===== config.mk =====
export PLATFORM = sky130hd
export DESIGN_NAME = uart_tx_frame
export DESIGN_NICKNAME = d
export VERILOG_FILES = /design/src/rtl/uart_pkg.sv /design/src/rtl/baud_tick_gen.sv /design/src/rtl/uart_tx_frame.sv
export SDC_FILE = /design/constraint.sdc
export NUM_CORES = 1
export LEC_CHECK = 0
export ABC_AREA = 1
export CORE_UTILIZATION = 35
export DETAILED_ROUTE_END_ITERATION = 8
export PLACE_DENSITY = 0.62
export SLEW_MARGIN = 40
export SYNTH_ARGS = -nofsm -noshare
export SYNTH_HDL_FRONTEND = slang
export SYNTH_SLANG_ARGS = --single-unit

===== constraint.sdc =====
create_clock -name clk -period 2 [get_ports clk]
set_clock_uncertainty 0.2 [all_clocks]
set_input_delay 0.3 -clock clk [delete_from_list [all_inputs] [get_ports clk]]
set_output_delay 0.3 -clock clk [all_outputs]
set_load 0.02 [all_outputs]

===== src/rtl/uart_pkg.sv =====
// Shared types for the UART transmit path: parity modes, transmitter FSM states
// and a frame-length helper.
package uart_pkg;

  typedef enum logic [1:0] {
    PAR_NONE = 2'd0,
    PAR_EVEN = 2'd1,
    PAR_ODD  = 2'd2
  } parity_t;

  typedef enum logic [2:0] {
    IDLE,
    START,
    DATA,
    PARITY,
    STOP
  } tx_state_t;

  function automatic int frame_bits(int data_w, int parity, int stop_bits);
    return 1 + data_w + ((parity != 0) ? 1 : 0) + stop_bits;
  endfunction

endpackage


===== src/rtl/baud_tick_gen.sv =====
// Bit-period divider: one-cycle tick every CLKS_PER_BIT clocks, restartable so a
// new frame always gets full-length bits.
module baud_tick_gen #(
  parameter int CLKS_PER_BIT = 16
) (
  input  logic clk,
  input  logic rst,
  input  logic clear,
  output logic tick
);

  localparam int CW = $clog2(CLKS_PER_BIT);
  localparam logic [CW-1:0] LAST = CW'(CLKS_PER_BIT - 1);

  logic [CW-1:0] cnt;

  always_ff @(posedge clk or negedge rst) begin
    if (!rst) begin
      cnt <= '0;
    end else if (clear || tick) begin
      cnt <= '0;
    end else begin
      cnt <= cnt + 1'b1;
    end
  end

  assign tick = (cnt == LAST);

endmodule


===== src/rtl/uart_tx_frame.sv =====
// UART transmitter: accepts one word per valid/ready handshake and serialises it
// as start, data LSB first, optional parity and 1-2 stop bits on a registered line.
module uart_tx_frame
  import uart_pkg::*;
#(
  parameter int DATA_W       = 8,
  parameter int CLKS_PER_BIT = 16,
  parameter int PARITY       = 0,
  parameter int STOP_BITS    = 1
) (
  input  logic              clk,
  input  logic              rst,
  input  logic [DATA_W-1:0] tx_data,
  input  logic              tx_valid,
  output logic              tx_ready,
  output logic              tx,
  output logic              busy,
  output logic              tx_done
);

  localparam int IDX_W = $clog2(DATA_W);
  localparam logic [IDX_W-1:0] LAST_DATA = IDX_W'(DATA_W - 1);
  localparam logic [IDX_W-1:0] LAST_STOP = IDX_W'(STOP_BITS - 1);
  localparam logic ODD = (PARITY == int'(PAR_ODD));

  if (DATA_W < 5 || DATA_W > 9) begin : g_bad_data_w
    $error("uart_tx_frame: DATA_W=%0d outside 5..9", DATA_W);
  end
  if (CLKS_PER_BIT < 2) begin : g_bad_cpb
    $error("uart_tx_frame: CLKS_PER_BIT=%0d below 2", CLKS_PER_BIT);
  end
  if (PARITY < 0 || PARITY > 2) begin : g_bad_parity
    $error("uart_tx_frame: PARITY=%0d not 0, 1 or 2", PARITY);
  end
  if (STOP_BITS < 1 || STOP_BITS > 2) begin : g_bad_stop
    $error("uart_tx_frame: STOP_BITS=%0d not 1 or 2", STOP_BITS);
  end

  // Handshake: a word moves when tx_valid && tx_ready at a rising edge;
  // tx_ready is high only in IDLE, and tx_data is ignored at all other times.
  tx_state_t         state, state_nxt;
  logic [DATA_W-1:0] shreg;
  logic              par_bit;
  logic [IDX_W-1:0]  bit_idx;
  logic              tick, accept, done_nxt, last_data, last_stop;

  assign tx_ready  = (state == IDLE);
  assign busy      = !tx_ready;
  assign accept    = tx_valid && tx_ready;
  assign last_data = (bit_idx == LAST_DATA);
  assign last_stop = (bit_idx == LAST_STOP);

  baud_tick_gen #(
    .CLKS_PER_BIT(CLKS_PER_BIT)
  ) u_baud (
    .clk  (clk),
    .rst  (rst),
    .clear(accept),
    .tick (tick)
  );

  always_ff @(posedge clk or negedge rst) begin
    if (!rst) begin
      state   <= IDLE;
      tx_done <= 1'b0;
    end else begin
      state   <= state_nxt;
      tx_done <= done_nxt;
    end
  end

  always_comb begin
    state_nxt = state;
    done_nxt  = 1'b0;
    unique case (state)
      IDLE:  if (accept) state_nxt = START;
      START: if (tick) state_nxt = DATA;
      DATA: begin
        if (tick && last_data) begin
          state_nxt = (PARITY != int'(PAR_NONE)) ? uart_pkg::PARITY : STOP;
        end
      end
      uart_pkg::PARITY: if (tick) state_nxt = STOP;
      STOP: begin
        if (tick && last_stop) begin
          state_nxt = IDLE;
          done_nxt  = 1'b1;
        end
      end
      default: state_nxt = IDLE;
    endcase
  end

  // Parity is fixed at capture time so the shift register can be consumed freely.
  always_ff @(posedge clk or negedge rst) begin
    if (!rst) begin
      shreg   <= '0;
      par_bit <= 1'b0;
      bit_idx <= '0;
    end else if (accept) begin
      shreg   <= tx_data;
      par_bit <= (^tx_data) ^ ODD;
      bit_idx <= '0;
    end else if (tick && state == DATA) begin
      shreg   <= shreg >> 1;
      bit_idx <= last_data ? '0 : bit_idx + 1'b1;
    end else if (tick && state == STOP) begin
      bit_idx <= bit_idx + 1'b1;
    end
  end

  // The line follows the state one clock later, so every bit lasts CLKS_PER_BIT clocks.
  always_ff @(posedge clk or negedge rst) begin
    if (!rst) begin
      tx <= 1'b1;
    end else begin
      unique case (state)
        START:            tx <= 1'b0;
        DATA:             tx <= shreg[0];
        uart_pkg::PARITY: tx <= par_bit;
        default:          tx <= 1'b1;
      endcase
    end
  end

endmodule


== Word level (Yosys, flattened, before mapping) ==
Index checks and enable logic that the tools add are counted.
Word-level totals
  register bits after elaboration: 21
  input port bits: 11
  output and inout port bits: 4
  logic and storage cells: 49
Operators by class
  add/subtract/negate cells: 2
  eq/ne operators: 11
  mux-type cells: 16
  reductions and logical operators: 13
Operators with widths (number)
  2-to-1 mux 3 bit: 9
  2-to-1 mux 8 bit: 2
  case mux 3 bit (5 select lines): 1
  != test 2 bit, second input constant: 4
  parity 8 bit: 1
  equality test 3 x 2 -> 1 bit, second input constant: 2
  equality test 3 bit, second input constant: 2
  logical NOT 3 bit: 2
  logical AND 1 bit: 5
  AND reduction 5 bit: 1
  adder 4 x 1 -> 4 bit, second input constant: 1
  equality test 4 bit, second input constant: 1
  2-to-1 mux 4 bit: 1
  adder 3 x 1 -> 3 bit, second input constant: 1
  equality test 3 x 1 -> 1 bit, second input constant: 1
  case mux 1 bit (3 select lines): 1
  nonzero test 3 bit: 1
  2-to-1 mux 1 bit: 2
  != test 2 x 1 -> 1 bit, second input constant: 1
  nonzero test 2 bit: 1
  logical NOT 1 bit: 1
  logical OR 1 bit: 1

== Depth between registers and ports, before layout ==
Gate-level depths: netlist (run 1).
  depth after elaboration: 5
  depth in mapped cells: 9

== Hierarchy ==
Synthesis (run 1) repeated with hierarchy kept, for this count alone.
Second synthesis, totals
  cell total of the unflattened synthesis: 164
  area total of the unflattened synthesis: 1307.5 µm²
Modules (own cells, without submodules)
  uart_tx_frame: times used 1, cells an instance 145, area an instance 1114.8 µm², sequential area each 426.7 µm²
  baud_tick_gen: times used 1, cells an instance 19, area an instance 192.7 µm², sequential area each 100.1 µm²

== Worst setup path after synthesis (run 1) ==
No wires, ideal clock.
  path kind: flip-flop to flip-flop
  from: register u_baud.cnt[0]
  to: register bit_idx[0]
  data arrival time: 1.246 ns
  data required time: 1.682 ns
  slack: 0.435 ns
  stages on the path, launching flop included: 8
  clock period less this slack: 1.565 ns
  path through: dfrtp_1 ha_1 nand3_1 nor2_4 nor2_4 nand2_4 nand2_1 o21ai_2
On the way
  longest elaborated chain between the ends: 4
Ends and longest elaborated chain
  from (decl): line baud_tick_gen.sv:15  | logic [CW-1:0] cnt;
  from (signal assigned): line baud_tick_gen.sv:23  | cnt <= cnt + 1'b1;
  equality test 4 bit *: line baud_tick_gen.sv:27  | assign tick = (cnt == LAST);
  logical AND 1 bit: line uart_tx_frame.sv:104  | end else if (tick && state == DATA) begin
  2-to-1 mux 3 bit: line uart_tx_frame.sv:104
  2-to-1 mux 3 bit: line uart_tx_frame.sv:100  | end else if (accept) begin
  to (signal assigned): line uart_tx_frame.sv:106  | bit_idx <= last_data ? '0 : bit_idx + 1'b1;
  to (signal assigned): line uart_tx_frame.sv:108  | bit_idx <= bit_idx + 1'b1;
  to (decl): line uart_tx_frame.sv:44  | logic [IDX_W-1:0] bit_idx;
Mark *: on every way between the ends. The rest lies on a longest branch, timed or not.
A chain may end at the register's enable or synchronous reset.

== Worst setup path after layout (run 1) ==
  from: register tx
  to: output tx
RTL lines
  from (decl): line uart_tx_frame.sv:16  | output logic tx,
  from (signal assigned): line uart_tx_frame.sv:119  | DATA: tx <= shreg[0];
  from (signal assigned): line uart_tx_frame.sv:120  | uart_pkg::PARITY: tx <= par_bit;
No word-level cell between the ends.

==> key figures, run 1 <==
Status
  – Outcome: completed

Die
  – I/O pins: 15
  – FP Rows: 21
  – Initial core utilization: 37.5%
  – Die area: 3940 um^2
  – Die Ht: 62.8 um
  – Core Region: 3440 um^2
  – Chip width: 62.8 um

Layout
  – Layout area overhead: 18.2%
  – ANT cells: 0
  – # fillers: 340
  – Layout cells sized above 1: 17.5%
  – Post-layout net count: 199

Critical path
  – Worst Setup Start Kind: flop
  – Critical-path cell with the highest stage delay: clkdlybuf4s50_1
  – CP Cell Sequence: clkdlybuf4s50_1
  – CP max stage delay: 0.58 ns
  – Worst path required time: 1.50 ns
  – Arrival @ worst endpoint: 1.35 ns
  – CP endpoint kind: primary output
  – Setup CP Type: flop to primary output
  – CP max FO: 1
  – Cell family with most CP delay: buffers and inverters
  – WP buf/inv: 1

Clocking
  – Clock root cell: clkbuf_8
  – Total CTS buffers: 3
  – CTS Buffer Depth: 2
  – Reg clk slew, reported paths: 0.08 ns
  – CTS tree: yes
  – Skew-Pair Late Insertion Delay: 0.26 ns
  – Cts hold-fix bufs: 0
  – Number of clock sinks: 21
  – Buffer count from post-CTS setup fixing: 0
  – H-tree levels: 1

Placed design
  – Pre-CTS setup slack: 0.174 ns
  – IO buf count: 14
  – Post-detail-place hpwl: 1.81 mm
  – Routability congestion estimate: 0.746

Min path
  – Hold Path Class: primary input to asynchronous set/reset pin

GRT
  – Vias in the first global route: 1052
  – Number of antenna violations at the first check in global routing: 0
  – Largest net degree at the start of global routing: 22
  – Grt total ovfl: 0
  – Total GRT Usage: 13.5%
  – First-pass GRT wire length: 4.27 mm

Yosys
  – Flops & latches, synth: 21
  – Synthesized area: 1290 um^2
  – Synth area leader: dfrtp_1
  – Yosys warns: 0
  – Synth Instances: 164
  – Synth top area share: 38.7%
  – Seq/Total Area, Yosys: 40.8%
  – Synthesized Nets: 179
  – Synth top area cells: dfrtp_1 (39%), nand2_1 (15%), nor2_1 (5.2%)
  – Yosys cell types: 26
  – Average size of a mapped cell: 7.88 um^2

STA
  – Worst-Margin Slew: 0.290 ns
  – Hold WS: 0.192 ns
  – Hold Violations, Final: 0
  – Final period utilization: 92.5%
  – Setup WS post-layout: 0.150 ns
  – Slew margin rel.: 80.6%
  – Crit path time final: 1.85 ns
  – Setup_tns: 0 ns
  – Max Slew Vio Count: 0
  – Setup violators final: 0
  – Unrepaired setup endpoints after global routing: no
  – Fmax: 541 MHz

Drt
  – # DRC: 0
  – Vias per Instance: 4.58
  – Routed Antenna Nets: 0
  – DRT Pass-1 Iters: 4
  – Routed wire length: 2.28 mm
  – WL per Instance: 9.95 um
  – Total number of vias: 1049
  – DR iter-0 viols: 39

Pwr
  – PD cells: 524 nW/um^2
  – Comb pwr share: 10.6%
  – Leakage: 0.810 nW
  – Internal power: 617 uW
  – Total power: 800 uW
  – Seq pwr share: 55.2%
  – NetSw: 183 uW
  – Clock network power share: 34.1%
  – Peak supply drop: 0.188 mV
  – Sw frac: 22.9%

Run
  – Max-cap viol count: 0
-- power groups by stage --
stage / combinational (mW) / clock (mW) / sequential [mW]
global route: 0.0964 / 0.302 / 0.443
floorplan: 0.0393 / 0 / 0.451
global placement: 0.0836 / 0 / 0.450
CTS: 0.0872 / 0.280 / 0.442
finish: 0.0851 / 0.273 / 0.442
detailed placement: 0.0868 / 0 / 0.450
-- cells in the final DEF, fill, tap and decap left out, drive strengths merged --
master         count
a21oi             10
clkdlybuf4s50     12
dfrtp             20
dfstp              1
xnor2              1
inv               22
clkbuf             4
clkinv             1
nor3               1
nand3b             1
nor2              26
or2                1
dlygate4sd2        2
nand2             54
nand3              8
buf                2
ha                 4
a21boi             1
xor2               1
o21ai             11
-- final cells by class --
type	count	area [um^2]	area share, %
Multi-Input combinational cell	119	657	43.0
Sequential cell	21	527	34.5
Timing Repair Buffer	16	153	9.99
Inverter	23	88.8	5.81
Tap cell	46	57.6	3.77
Clock buffer	4	45.0	2.95
-- cell usage after synthesis --
library cell and n:
a21boi_1 1, nor2_8 1, nand3_1 6, xnor2_1 1
dfrtp_1 20, nand2_4 2, o21ai_1 4, nor3_1 1
inv_1 17, nor2_4 6, nand2_2 1, o21ai_2 7
nor2_2 1, inv_4 1, nand2_1 51, a21oi_1 10
xor2_1 1, ha_1 4, or2_2 1, buf_12 1
nand3b_1 1, inv_2 4, clkinv_1 1, dfstp_2 1
nor2_1 18, nand3_2 2
-- cell families (layout without fill, tap and decap cells) --
group | count (synthesis) | count (layout) | synth area share [%]
and+or+nand+nor | 91 | 91 | 34.8
buffers and inverters | 24 | 43 | 8.42
AOI/OAI and AO/OA | 22 | 22 | 10.7
DFF | 21 | 21 | 40.8
adders and majority gates | 4 | 4 | 3.87
xor gates and xnor gates | 2 | 2 | 1.36
-- layer usage --
layer  track usage (%)  vias to the layer above  share of wire (%)  routed length [um]
li1                  -                      546                  -                   -
met1              15.5                      480                 45                1030
met2              24.6                       21                 51                1170
met3              2.19                        2                2.8                  64
met4              5.23                        0               0.70                  16
met5                 0                        -                  0                   0
-- flip-flops by register name, indices dropped and copies added, names as in the netlist --
register	count
u_baud.cnt	4
bit_idx	3
tx	1
shreg	8
tx_done	1
state	3
par_bit	1
-- what timing repair did --
| action | in CTS | in global routing |
|---|---|---|
| resized for setup | 2 | 0 |
| setup endpoints to repair | 2 | 0 |
| hold endpoints to repair | 0 | 0 |
-- stage by stage --
stage | instances | cell area (um^2) | utilization, %
floorplan | 164 | 1290 | -
global placement | 225 | 1490 | 43.1
detailed placement | 225 | 1490 | 43.1
CTS | 229 | 1530 | 44.4
global route | 229 | 1530 | 44.4
finish | 229 | 1530 | 44.4
-- worst paths after layout --
check | depth (start not counted) | slack (ns) | start | endpoint
setup / recovery | 1 | 0.15 | tx$_DFF_PN1_ | tx
max in group asynchronous | 2 | 1.13 | rst | tx$_DFF_PN1_
setup reg to reg | 7 | 0.23 | u_baud.cnt[0]$_DFF_PN0_ | bit_idx[0]$_DFFE_PN0P_
hold / removal | 2 | 0.19 | rst | state[2]$_DFFE_PN0P_
hold reg to reg | 1 | 0.27 | u_baud.cnt[0]$_DFF_PN0_ | u_baud.cnt[0]$_DFF_PN0_
min in group clk | 1 | 0.27 | u_baud.cnt[0]$_DFF_PN0_ | u_baud.cnt[0]$_DFF_PN0_
Power figures use the tool's default switching activity.
==> run 2: changes to the inputs <==
--- a/config.mk
+++ b/config.mk
@@ -8,6 +8,7 @@
 export ABC_AREA = 1
 export CORE_UTILIZATION = 35
 export DETAILED_ROUTE_END_ITERATION = 8
+export MAX_ROUTING_LAYER = met4
 export PLACE_DENSITY = 0.62
 export SLEW_MARGIN = 40
 export SYNTH_ARGS = -nofsm -noshare
==> results of run 2 <==
The final DEF is identical to that of run 1; final timing and power are the same.
Main changes from that run: final weighted congestion in routability-driven placement 0.746 -> 0.755; overall routing resource usage 13.5% -> 13.8%
==> run 3: changes to the inputs <==
--- a/config.mk
+++ b/config.mk
@@ -9,7 +9,7 @@
 export CORE_UTILIZATION = 35
 export DETAILED_ROUTE_END_ITERATION = 8
 export MAX_ROUTING_LAYER = met4
-export PLACE_DENSITY = 0.62
+export PLACE_DENSITY = 0.64
 export SLEW_MARGIN = 40
 export SYNTH_ARGS = -nofsm -noshare
 export SYNTH_HDL_FRONTEND = slang
==> constraint.sdc (replaced) <==
create_clock -name clk -period 1.5 [get_ports clk]
set_clock_uncertainty 0.2 [all_clocks]
set_input_delay 0.225 -clock clk [delete_from_list [all_inputs] [get_ports clk]]
set_output_delay 0.225 -clock clk [all_outputs]
set_load 0.02 [all_outputs]
==> run 3 against run 2 <==
Compared with the run above:
- the run now ends with setup timing left
- clock power up 36%
- power up 37%
- sequential share of layout area down 5.6 points
- utilization up 8.7 points
- combinational power up 55%
- sequential cell count unchanged
- critical path depth up 6
- worst setup slack worse by 0.21 ns
- final area up 19%
- global-route usage up 2.2 points
==> key figures, run 3 (synthesis gave the netlist of run 1 again) <==
Status
  – Outcome: complete, but fails checks
  – Failing checks: setup timing

Clocking
  – Cts hold-fix bufs: 0
  – Reg clk slew, reported paths: 0.07 ns
  – CTS tree: yes
  – Skew-Pair Late Insertion Delay: 0.26 ns
  – Total CTS buffers: 3
  – H-tree levels: 1
  – CTS Buffer Depth: 2
  – Clock root cell: clkbuf_8
  – Number of clock sinks: 21

STA
  – Slew margin rel.: 81.3%
  – Setup_tns: -0.270 ns
  – Setup WS post-layout: -0.0645 ns
  – Hold Violations, Final: 0
  – Final period utilization: 104%
  – Worst-Margin Slew: 0.281 ns
  – Setup violators final: 10
  – Hold WS: 0.105 ns
  – Crit path time final: 1.56 ns
  – Max Slew Vio Count: 0
  – Fmax: 639 MHz
  – Unrepaired setup endpoints after global routing: yes

Drt
  – Total number of vias: 1153
  – Routed Antenna Nets: 0
  – DRT Pass-1 Iters: 4
  – WL per Instance: 10.8 um
  – # DRC: 0
  – DR iter-0 viols: 42
  – Vias per Instance: 4.54
  – Routed wire length: 2.74 mm

Critical path
  – CP Capture Point: state[2]$_DFFE_PN0P_
  – Setup CP Type: flop to flop
  – Cell family with most CP delay: flip-flops
  – CP max stage delay: 0.41 ns
  – CP endpoint kind: flop
  – Critical-path cell with the highest stage delay: dfrtp_1
  – CP Cell Sequence: nor2_4, nand2_4, buf_6, buf_4, o21ai_1, nor2_2, a21boi_2
  – Worst path required time: 1.45 ns
  – Worst Setup Start Kind: flop
  – Depth of the most critical reg-to-reg path: 7
  – Stages on the worst setup path: 7
  – Reg2reg setup slack: -0.06 ns
  – RR Startpoint: state[0]$_DFFE_PN0P_
  – CP max FO: 3
  – Arrival @ worst endpoint: 1.52 ns
  – Worst reg2reg endpoint: state[2]$_DFFE_PN0P_
  – Worst Setup SP: state[0]$_DFFE_PN0P_
  – WP buf/inv: 2

Layout
  – Non-Filler Instances: 254
  – Commonest non-fill, non-tap cell in the layout: nand2_1
  – Max FFs per register: 8
  – Layout area overhead: 41.2%
  – Most frequent cells in the layout: nand2_1 (42), buf_4 (23), dfrtp_1 (20)
  – Post-route cell area: 1830 um^2
  – Post-layout util: 53.0%
  – Layout cells sized above 1: 38.0%
  – Biggest regs: shreg x8, u_baud.cnt x4
  – Largest reg by FF count: shreg
  – Post-layout net count: 224
  – ANT cells: 0

Die
  – Core Region: 3440 um^2
  – Initial core utilization: 37.5%
  – Die Ht: 62.8 um
  – Die area: 3940 um^2
  – I/O pins: 15
  – Chip width: 62.8 um
  – FP Rows: 21

Placed design
  – Post-DP Area: 1640 um^2
  – Routability congestion estimate: 0.755
  – Placed Cells: 244
  – Post-detail-place hpwl: 1.97 mm
  – Pre-CTS setup slack: -0.227 ns
  – IO buf count: 14

GRT
  – Largest net degree at the start of global routing: 22
  – Grt total ovfl: 0
  – Total GRT Usage: 16.0%
  – First-pass GRT wire length: 4.95 mm
  – Vias in the first global route: 1162
  – Number of antenna violations at the first check in global routing: 0

Min path
  – Hold Path Class: primary input to asynchronous set/reset pin

Pwr
  – PD cells: 600 nW/um^2
  – Leakage: 0.963 nW
  – Total power: 1.09 mW
  – Peak supply drop: 0.273 mV

Run
  – Max-cap viol count: 0
run 3: cell types whose count changed in the layout (fill, tap and decap cells not counted), sizes merged:
| cell | before | now |
|---|---|---|
| dlygate4sd2 | 2 | 1 |
| clkbuf | 4 | 5 |
| clkdlybuf4s50 | 12 | 10 |
| buf | 2 | 29 |
run 3: timing repair:
| action | in CTS | in global routing |
|---|---|---|
| gates resized for setup | 24 | 19 |
| setup endpoints to repair | 16 | 21 |
| buffers inserted | 3 | 3 |
| pin swaps | 5 | 8 |
run 3: how the worst min path moves through the flow:
| stage | start | to | slack, ns | depth (start not counted) |
|---|---|---|---|---|
| floorplan | rst | bit_idx[0]$_DFFE_PN0P_ | -0.27 | 0 |
| global placement | shreg[7]$_DFFE_PN0P_ | shreg[7]$_DFFE_PN0P_ | 0.27 | 2 |
| finish | rst | u_baud.cnt[3]$_DFF_PN0_ | 0.11 | 2 |
| detailed placement | shreg[6]$_DFFE_PN0P_ | shreg[6]$_DFFE_PN0P_ | 0.27 | 2 |
| CTS | rst | u_baud.cnt[3]$_DFF_PN0_ | 0.12 | 2 |
| global route | rst | tx_done$_DFF_PN0_ | 0.14 | 2 |
run 3: metal layers:
layer / track usage, % / routed length, um / up-vias
met5: - / 0 / -
met4: 4.36 / 22 / 0
met3: 2.92 / 98 / 3
met2: 26.9 / 1420 / 25
met1: 19.7 / 1200 / 526
li1: - / - / 599
run 3: cell type report:
class                   count  area (um^2)
clock buffers               4         45.0
fillers                   330         1620
flip-flops and latches     21          527
repair buffers             41          348
inverters                  23         93.8
well taps                  46         57.6
multi-input cells         119          754
run 3: power breakdown:
part	internal, mW	switching, mW	leakage [nW]	total [mW]
combinational	0.0640	0.0678	0.676	0.132
sequential	0.582	0.0101	0.264	0.592
clock	0.189	0.181	0.0228	0.371
total	0.835	0.259	0.963	1.09
